### src/rtl/key_pkg.sv
// Shared definitions for the key event decoder.
//   CNT_W    : width of each per-key hold/gap counter
//   NUM_KEYS : number of independent keys
//   key_state_e : per-key FSM state encoding
package key_pkg;

  localparam int unsigned CNT_W    = 26;
  localparam int unsigned NUM_KEYS = 3;

  typedef enum logic [2:0] {
    ST_IDLE           = 3'd0,
    ST_PRESSED        = 3'd1,
    ST_LONG_HELD      = 3'd2,
    ST_WAIT_SECOND    = 3'd3,
    ST_SECOND_PRESSED = 3'd4
  } key_state_e;

endpackage

### src/rtl/key_event_unit.sv
// Per-key press classifier: short press, long press and (optionally) double click.
// Optional feature macro: KEY_DOUBLE_CLICK_EN (adds WAIT_SECOND / SECOND_PRESSED).
// Ports:
//   clk, rst_n : clock, async active-low reset
//   key_r_i    : registered key level, 0 = pressed
//   short_o    : one-cycle strobe on a short press
//   long_o     : one-cycle strobe when the long-hold threshold is reached
//   dbl_o      : one-cycle strobe on a double click (0 when feature disabled)
//   held_o     : high while in PRESSED, LONG_HELD or SECOND_PRESSED
module key_event_unit
  import key_pkg::*;
#(
  parameter int unsigned LONG_CYC    = 50_000_000,
  parameter int unsigned DBL_GAP_CYC = 12_500_000
) (
  input  logic clk,
  input  logic rst_n,
  input  logic key_r_i,
  output logic short_o,
  output logic long_o,
  output logic dbl_o,
  output logic held_o
);

  // Thresholds must be reachable by the counter so it can never wrap.
  if (LONG_CYC < 1 || LONG_CYC > 2**CNT_W) begin : g_bad_long
    $error("LONG_CYC out of counter range");
  end
  if (DBL_GAP_CYC < 1 || DBL_GAP_CYC > 2**CNT_W) begin : g_bad_gap
    $error("DBL_GAP_CYC out of counter range");
  end

  localparam logic [CNT_W-1:0] LONG_LAST = CNT_W'(LONG_CYC - 1);
`ifdef KEY_DOUBLE_CLICK_EN
  localparam logic [CNT_W-1:0] GAP_LAST  = CNT_W'(DBL_GAP_CYC - 1);
`endif

  key_state_e       state_q, state_d;
  logic [CNT_W-1:0] cnt_q, cnt_d;
  logic             short_q, short_d;
  logic             long_q, long_d;
  logic             dbl_q, dbl_d;
  logic             held_q, held_d;

  // Next-state, counter and pulse decode.
  always_comb begin
    state_d = state_q;
    cnt_d   = cnt_q;
    short_d = 1'b0;
    long_d  = 1'b0;
    dbl_d   = 1'b0;
    unique case (state_q)
      ST_IDLE: begin
        if (!key_r_i) begin
          state_d = ST_PRESSED;
          cnt_d   = '0;
        end
      end
      ST_PRESSED: begin
        // Release is tested first so it wins over a coincident threshold.
        if (key_r_i) begin
          cnt_d = '0;
`ifdef KEY_DOUBLE_CLICK_EN
          state_d = ST_WAIT_SECOND;
`else
          state_d = ST_IDLE;
          short_d = 1'b1;
`endif
        end else if (cnt_q == LONG_LAST) begin
          state_d = ST_LONG_HELD;
          cnt_d   = '0;
          long_d  = 1'b1;
        end else begin
          cnt_d = cnt_q + CNT_W'(1);
        end
      end
      ST_LONG_HELD: begin
        if (key_r_i) begin
          state_d = ST_IDLE;
        end
      end
`ifdef KEY_DOUBLE_CLICK_EN
      ST_WAIT_SECOND: begin
        // A second press wins over a coincident gap timeout.
        if (!key_r_i) begin
          state_d = ST_SECOND_PRESSED;
          cnt_d   = '0;
        end else if (cnt_q == GAP_LAST) begin
          state_d = ST_IDLE;
          cnt_d   = '0;
          short_d = 1'b1;
        end else begin
          cnt_d = cnt_q + CNT_W'(1);
        end
      end
      ST_SECOND_PRESSED: begin
        if (key_r_i) begin
          state_d = ST_IDLE;
          dbl_d   = 1'b1;
        end
      end
`endif
      default: begin
        state_d = ST_IDLE;
        cnt_d   = '0;
      end
    endcase
    held_d = (state_d == ST_PRESSED) || (state_d == ST_LONG_HELD) ||
             (state_d == ST_SECOND_PRESSED);
  end

  // State, counter and registered outputs.
  always_ff @(posedge clk or negedge rst_n) begin
    if (!rst_n) begin
      state_q <= ST_IDLE;
      cnt_q   <= '0;
      short_q <= 1'b0;
      long_q  <= 1'b0;
      dbl_q   <= 1'b0;
      held_q  <= 1'b0;
    end else begin
      state_q <= state_d;
      cnt_q   <= cnt_d;
      short_q <= short_d;
      long_q  <= long_d;
      dbl_q   <= dbl_d;
      held_q  <= held_d;
    end
  end

  assign short_o = short_q;
  assign long_o  = long_q;
  assign dbl_o   = dbl_q;
  assign held_o  = held_q;

endmodule

### src/rtl/key_event_decoder.sv
// Three-key event decoder: registers the debounced key levels once and
// classifies each key independently with a key_event_unit.
// Optional feature macro: KEY_DOUBLE_CLICK_EN (enables double-click detection).
// Ports:
//   clk, rst_n   : clock, async active-low reset
//   key_value_n  : debounced key levels, 0 = pressed, bit i = key i+1
//   short_pulse  : per-key short-press strobe
//   long_pulse   : per-key long-press strobe
//   dbl_pulse    : per-key double-click strobe
//   key_held     : per-key held level
module key_event_decoder
  import key_pkg::*;
#(
  parameter int unsigned LONG_CYC    = 50_000_000,
  parameter int unsigned DBL_GAP_CYC = 12_500_000
) (
  input  logic                clk,
  input  logic                rst_n,
  input  logic [NUM_KEYS-1:0] key_value_n,
  output logic [NUM_KEYS-1:0] short_pulse,
  output logic [NUM_KEYS-1:0] long_pulse,
  output logic [NUM_KEYS-1:0] dbl_pulse,
  output logic [NUM_KEYS-1:0] key_held
);

  logic [NUM_KEYS-1:0] key_r_q;

  // Single input register; all FSM decisions use key_r_q only.
  always_ff @(posedge clk or negedge rst_n) begin
    if (!rst_n) begin
      key_r_q <= '1;
    end else begin
      key_r_q <= key_value_n;
    end
  end

  for (genvar i = 0; i < NUM_KEYS; i++) begin : g_key
    key_event_unit #(
      .LONG_CYC    (LONG_CYC),
      .DBL_GAP_CYC (DBL_GAP_CYC)
    ) u_unit (
      .clk     (clk),
      .rst_n   (rst_n),
      .key_r_i (key_r_q[i]),
      .short_o (short_pulse[i]),
      .long_o  (long_pulse[i]),
      .dbl_o   (dbl_pulse[i]),
      .held_o  (key_held[i])
    );
  end

endmodule

### config.mk
export PLATFORM = sky130hd
export DESIGN_NAME = key_event_decoder
export DESIGN_NICKNAME = d
export VERILOG_FILES = /design/src/rtl/key_pkg.sv /design/src/rtl/key_event_unit.sv /design/src/rtl/key_event_decoder.sv
export SDC_FILE = /design/constraint.sdc
export NUM_CORES = 1
export LEC_CHECK = 0
export BUFFER_PORTS_ARGS = -buffer_cell sky130_fd_sc_hd__buf_2
export CORE_MARGIN = 2
export CORE_UTILIZATION = 35
export DETAILED_ROUTE_END_ITERATION = 12
export PLACE_DENSITY_LB_ADDON = 0.05
export SYNTH_ARGS = -nofsm -noshare
export SYNTH_HDL_FRONTEND = slang
export SYNTH_SLANG_ARGS = --single-unit
### constraint.sdc
create_clock -name clk -period 1.9 [get_ports clk]
set_input_delay 0.38 -clock clk [delete_from_list [all_inputs] [get_ports clk]]
set_output_delay 0.38 -clock clk [all_outputs]
set_load 0.005 [all_outputs]
; ---- Word level (Yosys, flattened, before mapping)
; Index checks and enable logic that the tools add are counted.
[op_classes]
addsub = 3
mul = 0
n_div = 0
magnitude_cmp = 0
eq_ne = 21
shift = 0
n_mux = 42
n_bitwise = 3
reduce_logical = 12
[ops]
columns = cell, count
row1 = $mux 26, 9
row2 = $pmux 26 s3, 3
row3 = $add 26x1->26 const B, 3
row4 = $eq 26x26->1 const B, 3
row5 = $mux 3, 12
row6 = $pmux 3 s3, 3
row7 = $eq 3x1->1 const B, 6
row8 = $eq 3x2->1 const B, 6
row9 = $mux 1, 15
row10 = $eq 3x3->1 const B, 3
row11 = $logic_not 3->1, 3
row12 = $logic_or 1x1->1, 6
row13 = $ne 2x2->1 const B, 3
row14 = $reduce_and 2->1, 3
row15 = $not 1->1, 3
[totals]
reg_bits = 99
latchBits = 0
ram_bits = 0
rom_bits = 0
input_bits = 5
output_inout_bits = 12
wordCells = 97
memories = 0

; ---- Longest topological paths before layout
; Gate-level depths: netlist of run 1.
[logic_depth]
word_depth = 7
ltp_mapped = 8
ltp_nobuf = 6

; ---- By module
; From an unflattened synthesis of run 1, not the netlist that was laid out.
[hier_totals]
hier_cells = 560
area_unflattened_um2 = 5210.0
[modules_own_cells]
columns = mod, n_inst, cells_each, area_per_inst_um2, seq_area_each_um2
row1 = key_event_unit (g_key[1].u_unit ...), 2, 188, 1731.7, 800.8
row2 = key_event_unit (g_key[0].u_unit), 1, 181, 1667.8, 800.8
row3 = key_event_decoder, 1, 3, 78.8, 78.8

; ---- Worst setup path before layout of run 1
; OpenSTA, ideal clock, no wires.
[synth_timing]
path_type = register to register
startpoint = reg g_key[0].u_unit.cnt_q[0]
endpoint = reg g_key[0].u_unit.cnt_q[22]
setup_time_ns = 0.125
arrival_time_ns = 1.862
required_time_ns = 1.775
path_slack_ns = -0.087
stages_incl_launch_ff = 8
n_path_buf = 1
period_less_slack_ns = 1.987
cell_sequence = dfrtp_1 > ha_1 > nand4_2 > or4_4 > buf_6 > nor4b_4 > xnor2_1 > nor2_1
[synth_via]
elab_chain_len = 4
elab_cells_between_ends = 5
[synth_rtl]
columns = item, line_no
row1 = from (decl), key_event_unit.sv:39  ; logic [CNT_W-1:0] cnt_q, cnt_d;
row2 = from (signal assigned), key_event_unit.sv:123  ; cnt_q <= cnt_d;
row3 = $add 26x1->26 or $eq 26x26->1 (tied branches), "key_event_unit.sv:74, key_event_unit.sv:69"
row4 = $mux 26 (*), key_event_unit.sv:69  ; end else if (cnt_q == LONG_LAST) begin
row5 = $mux 26 (*), key_event_unit.sv:61  ; if (key_r_i) begin
row6 = $pmux 26 s3 (*), key_event_unit.sv:52  ; unique case (state_q)
; Every way passes the cells marked *; elsewhere a longest branch is shown, timed or not.
; A chain may end at the register's enable or synchronous reset.

; ---- Final worst setup path of run 1
[layout_timing]
startpoint = reg g_key[0].u_unit.cnt_q[10]
endpoint = reg g_key[0].u_unit.cnt_q[1]
[layout_via]
elab_chain_len = 4
[layout_rtl]
columns = item, line_no
row1 = $eq 26x26->1, key_event_unit.sv:69
row2 = $mux 26, key_event_unit.sv:69
row3 = $mux 26, key_event_unit.sv:61
row4 = $pmux 26 s3, key_event_unit.sv:52
; No other way between the ends.

==> flow_metrics.py, run 1 <==
metrics = {
    "hold_path": {
        "worstHoldPathCells": 1,
        "hp-class": "in2reg",
    },
    "clocking": {
        "h_tree_lvl_count": 3,
        "cts_tree": "yes",
        "clockRootBuffer": "sky130_fd_sc_hd__clkbuf_16",
        "numCtsBuffers": 9,
        "cts.clk_slew.worst_paths_ns": 0.07,
        "cts.path.max_buffers": 2,
        "clock_sink_count": 99,
        "clock_insertion_delay_worst_skew_ns": 0.35,
    },
    "layout": {
        "fin_nets": 684,
        "layout_common_cells": "sky130_fd_sc_hd__buf_4, sky130_fd_sc_hd__dfrtp_1, sky130_fd_sc_hd__nor2_1",
        "drive_gt1_share_pct": 32.2,
        "layout.cells.most_common": "sky130_fd_sc_hd__buf_4",
        "diodes": 0,
        "area_growth_syn_to_layout_pct": 33.9,
    },
    "synth": {
        "synth_ff_type": "sky130_fd_sc_hd__dfrtp_1",
        "synth_async_sr_flop_share_pct": 100,
        "synth_warnings": 0,
        "post_synth_edffs": 0,
        "synth_top_area_cell": "sky130_fd_sc_hd__dfrtp_1",
        "netlist.area_leader.share_pct": 45.5,
        "syn_area_per_cell_um2": 9.48,
        "synth_cells": 557,
        "synth.ff_latch_count": 99,
        "yosysSeqAreaShare_pct": 47.0,
        "netlist_top_cells_area": "sky130_fd_sc_hd__dfrtp_1, sky130_fd_sc_hd__nor2_1, sky130_fd_sc_hd__xor2_1",
        "yosysUniqueCellTypes": 62,
        "syn_area_um2": 5280,
    },
    "critical_path": {
        "setup.worst_path.start_class": "flip-flop",
        "timing.critical_path.slowest_cell_delay_ns": 0.55,
        "timing.critical_path.arrival_ns": 2.20,
        "timing.reg2reg.worst_path_depth": 6,
        "critical_path_depth": 6,
        "critPathCaptureType": "flip-flop",
        "path_class": "reg2reg",
        "timing.critical_path.fanout_max": 8,
        "timing.critical_path.max_delay_family": "simple AND/OR/NAND/NOR gates",
        "crit_top_cell": "sky130_fd_sc_hd__buf_4",
        "slowest_stage": "sky130_fd_sc_hd__or4b_4",
        "crit_required_ns": 2.14,
        "critical_path_buf_inv_count": 2,
        "critical_path.cell_chain": "or4b_4 > nor4_4 > buf_4 > a21oi_4 > buf_4 > a22o_1",
    },
    "pwr": {
        "total_leakage_power_uw": 0.00305,
        "sequentialPowerShare_pct": 47.4,
        "clock_power_share_pct": 46.7,
        "comb_power_share_pct": 5.9,
        "pwr_density_cell_nw_per_um2": 639,
        "power_report.internal_total_uw": 3550,
        "switchingPower_uw": 967,
        "max-vdd-ir-drop_v": 0.000454,
        "switching_share_pct": 21.4,
    },
    "timing": {
        "setup-violations-final": 25,
        "maxSlewViolCount": 0,
        "grt_setup_unrepaired": "yes",
        "post-route-min-period_ns": 1.96,
        "maxClockFrequency_mhz": 510,
        "clock_skew_ns": 0.00761,
        "fin_crit_sh_pct": 103,
        "postLayoutSetupSlackWorst_ns": -0.0599,
        "hold_slack_ns": 0.126,
        "finalHoldViolations": 0,
    },
    "die": {
        "design.die.area_um2": 16100,
        "initial_core_util_pct": 36.0,
        "die-height_um": 127,
        "std_cell_rows": 44,
        "top_level_pins": 17,
        "core_area_um2": 14600,
        "die_w_um": 127,
    },
    "detailed_routing": {
        "wl_um": 13300,
        "detail_route.iter0.violations": 250,
        "first_pass_iters": 5,
        "antenna_left": 0,
        "post_drt_wl_per_cell_um": 15.4,
        "num_vias": 4523,
        "detail_route.drc_violations": 0,
        "drt-vias-per-instance": 5.23,
    },
    "global_route": {
        "gr-total-overflow": 0,
        "grt_pass1_wl_um": 22200,
        "grt_start_max_net_pins": 31,
        "gr-usage-all-layers_pct": 17.2,
        "antenna_found_initial": 0,
        "vias_in_the_first_global_route": 4441,
    },
    "status": {
        "outcome": "finished with violations",
        "failed_checks": "negative setup slack",
    },
    "placement": {
        "routabilityCongestion": 0.791,
        "place.port_buffers": 13,
        "placement.setup.worst_slack_ns": -0.123,
        "hpwl_dp_um": 9480,
    },
    "run": {
        "drv.max_cap_violation_count": 0,
    },
}
## power groups by stage
stage	logic (µW)	registers, µW	clock network, µW
after floorplan	108	2180	0
after global placement	241	2180	0
after detailed placement	241	2180	0
after CTS	255	2140	2190
after global routing	296	2140	2280
final	267	2140	2110
## per-stage QoR
| stage | utilization [%] | power (µW) | setup TNS, ns | area (µm²) | cells |
|---|---|---|---|---|---|
| 3_3_place_gp | 43.3 | 2420 | -0.700 | 6340 | 838 |
| 6_report | 48.3 | 4520 | -0.814 | 7070 | 865 |
| 5_1_grt | 48.3 | 4720 | -3.64 | 7070 | 865 |
| 4_1_cts | 46.6 | 4590 | -0.459 | 6820 | 860 |
| 2_1_floorplan | - | 2290 | -0.0648 | 5340 | 562 |
| 3_5_place_dp | 43.3 | 2420 | -1.21 | 6340 | 838 |
## layout make-up
type / instances / area, µm²
clock buffers: 11 / 243
clock inverters: 5 / 100
fillers: 1372 / 7580
inverters: 11 / 41.3
multi-input cells: 420 / 2870
flip-flops and latches: 99 / 2480
well taps: 184 / 230
repair buffers: 135 / 1100
## worst reg2reg max path, delay by kind of cell, from the launching register on
kind | cells | cell delay, ns
compound gates | 2 | 0.33
buf+inv | 2 | 0.34
flops | 1 | 0.37
simple gates | 2 | 0.81
## layer usage
layer	routed length (µm)	vias up	GRT usage (%)
li1	-	2252	-
met5	0	-	0
met4	121	0	3.94
met3	509	10	4.72
met1	6490	2201	23.4
met2	6200	60	27.3
## path summary, 6_finish.rpt
check,endpoint,slack (ns),start
worst min-delay path,key_r_q[0],0.13,key_value_n[0]
min in group asynchronous,g_key[0].u_unit.cnt_q[21],0.52,rst_n
worst min register to register,g_key[1].u_unit.short_o,0.52,g_key[1].u_unit.state_q[1]
max in group asynchronous,g_key[0].u_unit.cnt_q[13],0.76,rst_n
worst max register to register,g_key[0].u_unit.cnt_q[1],-0.06,g_key[0].u_unit.cnt_q[10]
worst max-delay path,g_key[0].u_unit.cnt_q[1],-0.06,g_key[0].u_unit.cnt_q[10]
## cell usage after synthesis (4+ instances only)
master                      n
sky130_fd_sc_hd__dfrtp_1   96
sky130_fd_sc_hd__nor2_1    67
sky130_fd_sc_hd__nand2_1   52
sky130_fd_sc_hd__nand3_1   35
sky130_fd_sc_hd__nand4_1   30
sky130_fd_sc_hd__a21oi_1   23
sky130_fd_sc_hd__xor2_1    23
sky130_fd_sc_hd__a31oi_1   20
sky130_fd_sc_hd__o21ai_0   19
sky130_fd_sc_hd__nor3_1    17
sky130_fd_sc_hd__and3_1    14
sky130_fd_sc_hd__buf_4     14
sky130_fd_sc_hd__clkbuf_1  11
sky130_fd_sc_hd__inv_1     11
sky130_fd_sc_hd__xnor2_1   11
sky130_fd_sc_hd__a22o_1     6
sky130_fd_sc_hd__and4_1     6
sky130_fd_sc_hd__a21o_1     5
sky130_fd_sc_hd__a41oi_1    5
sky130_fd_sc_hd__mux2i_1    5
sky130_fd_sc_hd__nor4_1     5
sky130_fd_sc_hd__and2_1     4
sky130_fd_sc_hd__buf_2      4
sky130_fd_sc_hd__nand2b_1   4
sky130_fd_sc_hd__nand3b_1   4
sky130_fd_sc_hd__o21a_1     4
## sequential cells by signal, indices dropped and copies added, names as in the netlist
name,count
g_key.u_unit.state_q,9
g_key.u_unit.cnt_q,78
g_key.u_unit.short_o,3
g_key.u_unit.held_o,3
g_key.u_unit.long_o,3
key_r_q,3
## cell families after synthesis
kind of cell / share of synthesized area [%]
AOI/OAI and AO/OA: 12.9
xor gates and xnor gates: 5.64
adders and majority gates: 0.711
buffers and inverters: 4.46
DFF: 47.0
muxes: 1.59
other: 0.0710
and+or+nand+nor: 27.6
## timing repair
item                                   4_1_cts  5_1_grt
hold buffers                                 1        0
pin swaps                                    9       25
resized for setup                           26       48
setup buffers                                4        3
cloned                                       1        2
endpoints found under the hold margin       26        0
setup endpoints to repair                   34       76
Note: power is estimated with default switching activity, not from simulation.
==> run 2, diff against run 1 <==
Settings changed: CORE_ASPECT_RATIO set to 2, REMOVE_ABC_BUFFERS set to 1, SLEW_MARGIN set to 10.
==> flow_metrics.py, run 2 (synthesis results as in run 1) <==
metrics = {
    "clocking": {
        "h_tree_lvl_count": 3,
        "numCtsBuffers": 9,
        "cts.path.max_buffers": 2,
        "clock_insertion_delay_worst_skew_ns": 0.35,
        "clock_sink_count": 99,
        "clockRootBuffer": "sky130_fd_sc_hd__clkbuf_16",
        "cts_tree": "yes",
        "cts.clk_slew.worst_paths_ns": 0.07,
    },
    "critical_path": {
        "crit_required_ns": 2.13,
        "critical_path.cell_chain": "or4b_4 > nor4_4 > buf_4 > a21oi_4 > clkbuf_16 > a21oi_2 > o22ai_1",
        "path_class": "reg2reg",
        "timing.critical_path.slowest_cell_delay_ns": 0.55,
        "critPathCaptureType": "flip-flop",
        "timing.critical_path.max_delay_family": "simple AND/OR/NAND/NOR gates",
        "timing.critical_path.fanout_max": 7,
        "timing.critical_path.arrival_ns": 2.30,
        "critical_path_buf_inv_count": 2,
        "slowest_stage": "sky130_fd_sc_hd__or4b_4",
        "setup.worst_path.start_class": "flip-flop",
    },
    "timing": {
        "maxSlewViolCount": 0,
        "timing.slew.headroom_pct": 64.9,
        "fin_setup_tns_ns": -3.75,
        "maxClockFrequency_mhz": 483,
        "fin_crit_sh_pct": 109,
        "setup-violations-final": 32,
        "clock_skew_ns": 0.0101,
        "post-route-min-period_ns": 2.07,
        "grt_setup_unrepaired": "yes",
        "postLayoutSetupSlackWorst_ns": -0.171,
        "finalHoldViolations": 0,
        "worst_pin_slew_ns": 0.527,
    },
    "placement": {
        "hpwl_dp_um": 11000,
        "place.detailed.instances": 848,
        "placed_area_um2": 6350,
        "place.port_buffers": 13,
        "placement.setup.worst_slack_ns": -0.160,
        "routabilityCongestion": 0.853,
    },
    "detailed_routing": {
        "detailroute.wirelength.met3_um": 273,
        "highest_layer": "met4",
        "post_drt_wl_per_cell_um": 17.6,
        "detail_route.iter0.violations": 177,
        "antenna_left": 0,
        "num_vias": 4694,
        "routedLengthMet1_um": 5230,
        "detail_route.drc_violations": 0,
        "met2WireLength_um": 9260,
        "drt-vias-per-instance": 5.37,
        "first_pass_iters": 4,
        "wl_um": 15400,
    },
    "layout": {
        "layout_common_cells": "sky130_fd_sc_hd__buf_4, sky130_fd_sc_hd__dfrtp_1, sky130_fd_sc_hd__nor2_1",
        "layout.cells.most_common": "sky130_fd_sc_hd__buf_4",
        "stdcell_count": 874,
        "area_growth_syn_to_layout_pct": 34.6,
        "final_cell_area_um2": 7100,
        "drive_gt1_share_pct": 34.6,
        "fin_nets": 684,
        "diodes": 0,
        "largest_register": "g_key.u_unit.cnt_q",
        "largest_register_ffs": 78,
        "fillCellCount": 1503,
        "reg.largest.list": "g_key.u_unit.cnt_q (78), g_key.u_unit.state_q (9)",
    },
    "global_route": {
        "vias_in_the_first_global_route": 4941,
        "gr-total-overflow": 0,
        "grt_pass1_wl_um": 24900,
        "grt_start_max_net_pins": 35,
        "gr-usage-all-layers_pct": 20.0,
        "antenna_found_initial": 0,
    },
    "die": {
        "initial_core_util_pct": 35.6,
        "core_area_um2": 14800,
        "die-height_um": 178,
        "die_w_um": 90.8,
        "top_level_pins": 17,
        "design.die.area_um2": 16100,
        "std_cell_rows": 63,
    },
    "status": {
        "outcome": "finished with violations",
        "failed_checks": "negative setup slack",
    },
    "pwr": {
        "pwr_density_cell_nw_per_um2": 582,
        "max-vdd-ir-drop_v": 0.000386,
        "total_leakage_power_uw": 0.00306,
        "design_power_total_uw": 4140,
    },
    "run": {
        "drv.max_cap_violation_count": 0,
    },
    "hold_path": {
        "hp-class": "in2async",
    },
}
## run 2: stage by stage
| step | util (%) | hold slack (ns) |
|---|---|---|
| finish | 47.9 | 0.00393 |
| global route | 47.9 | 0.0267 |
| floorplan | - | 0.0844 |
| CTS | 46.2 | 0.0102 |
| detailed placement | 42.8 | 0.389 |
| global placement | 42.8 | 0.385 |
## run 2: layout make-up
cell class / count / area [µm²] / area share [%]
Tap cell: 195 / 244 / 3.43
Timing Repair Buffer: 135 / 1180 / 16.6
Clock inverter: 2 / 13.8 / 0.194
Sequential cell: 99 / 2480 / 34.9
Clock buffer: 12 / 246 / 3.47
Inverter: 11 / 41.3 / 0.581
Multi-Input combinational cell: 420 / 2900 / 40.8
## run 2: per-layer routing
layer | vias up | global-route usage [%]
li1 | 2251 | -
met5 | - | 0
met2 | 63 | 40.9
met1 | 2347 | 18.8
met3 | 33 | 2.59
met4 | 0 | 10.4
## run 2: power breakdown
group | switching [µW] | total (µW) | internal, µW | leakage (µW)
clock | 795 | 1710 | 912 | 0.000128
combinational | 173 | 291 | 118 | 0.00158
sequential | 12.8 | 2140 | 2130 | 0.00136
total | 981 | 4140 | 3160 | 0.00306
## run 2: worst register-to-register path, cell delays in order, from the launching register on
cell and delay, ns:
sky130_fd_sc_hd__dfrtp_1 0.38, sky130_fd_sc_hd__or4b_4 0.55, sky130_fd_sc_hd__nor4_4 0.35, sky130_fd_sc_hd__buf_4 0.18
sky130_fd_sc_hd__a21oi_4 0.11, sky130_fd_sc_hd__clkbuf_16 0.19, sky130_fd_sc_hd__a21oi_2 0.11, sky130_fd_sc_hd__o22ai_1 0.09
## run 2: path summary, 6_finish.rpt
path                                             from                        end  slack, ns  depth (start not counted)
setup / recovery             g_key[0].u_unit.cnt_q[9]  g_key[0].u_unit.cnt_q[25]      -0.17                          7
hold / removal                                  rst_n   g_key[2].u_unit.cnt_q[3]      0.004                          1
setup reg to reg             g_key[0].u_unit.cnt_q[9]  g_key[0].u_unit.cnt_q[25]      -0.17                          7
hold reg to reg            g_key[1].u_unit.state_q[1]    g_key[1].u_unit.short_o       0.51                          1
max in group asynchronous                       rst_n                 key_r_q[2]       1.29                          2
min in group clk                       key_value_n[0]                 key_r_q[0]       0.13                          1
## run 2: what timing repair did
| action | in CTS | in global routing |
|---|---|---|
| gates cloned | 3 | 3 |
| hold buffers | 0 | 0 |
| endpoints found under the setup margin | 57 | 70 |
| pin swaps | 17 | 28 |
| resized for setup | 49 | 49 |
| buffers inserted | 4 | 2 |
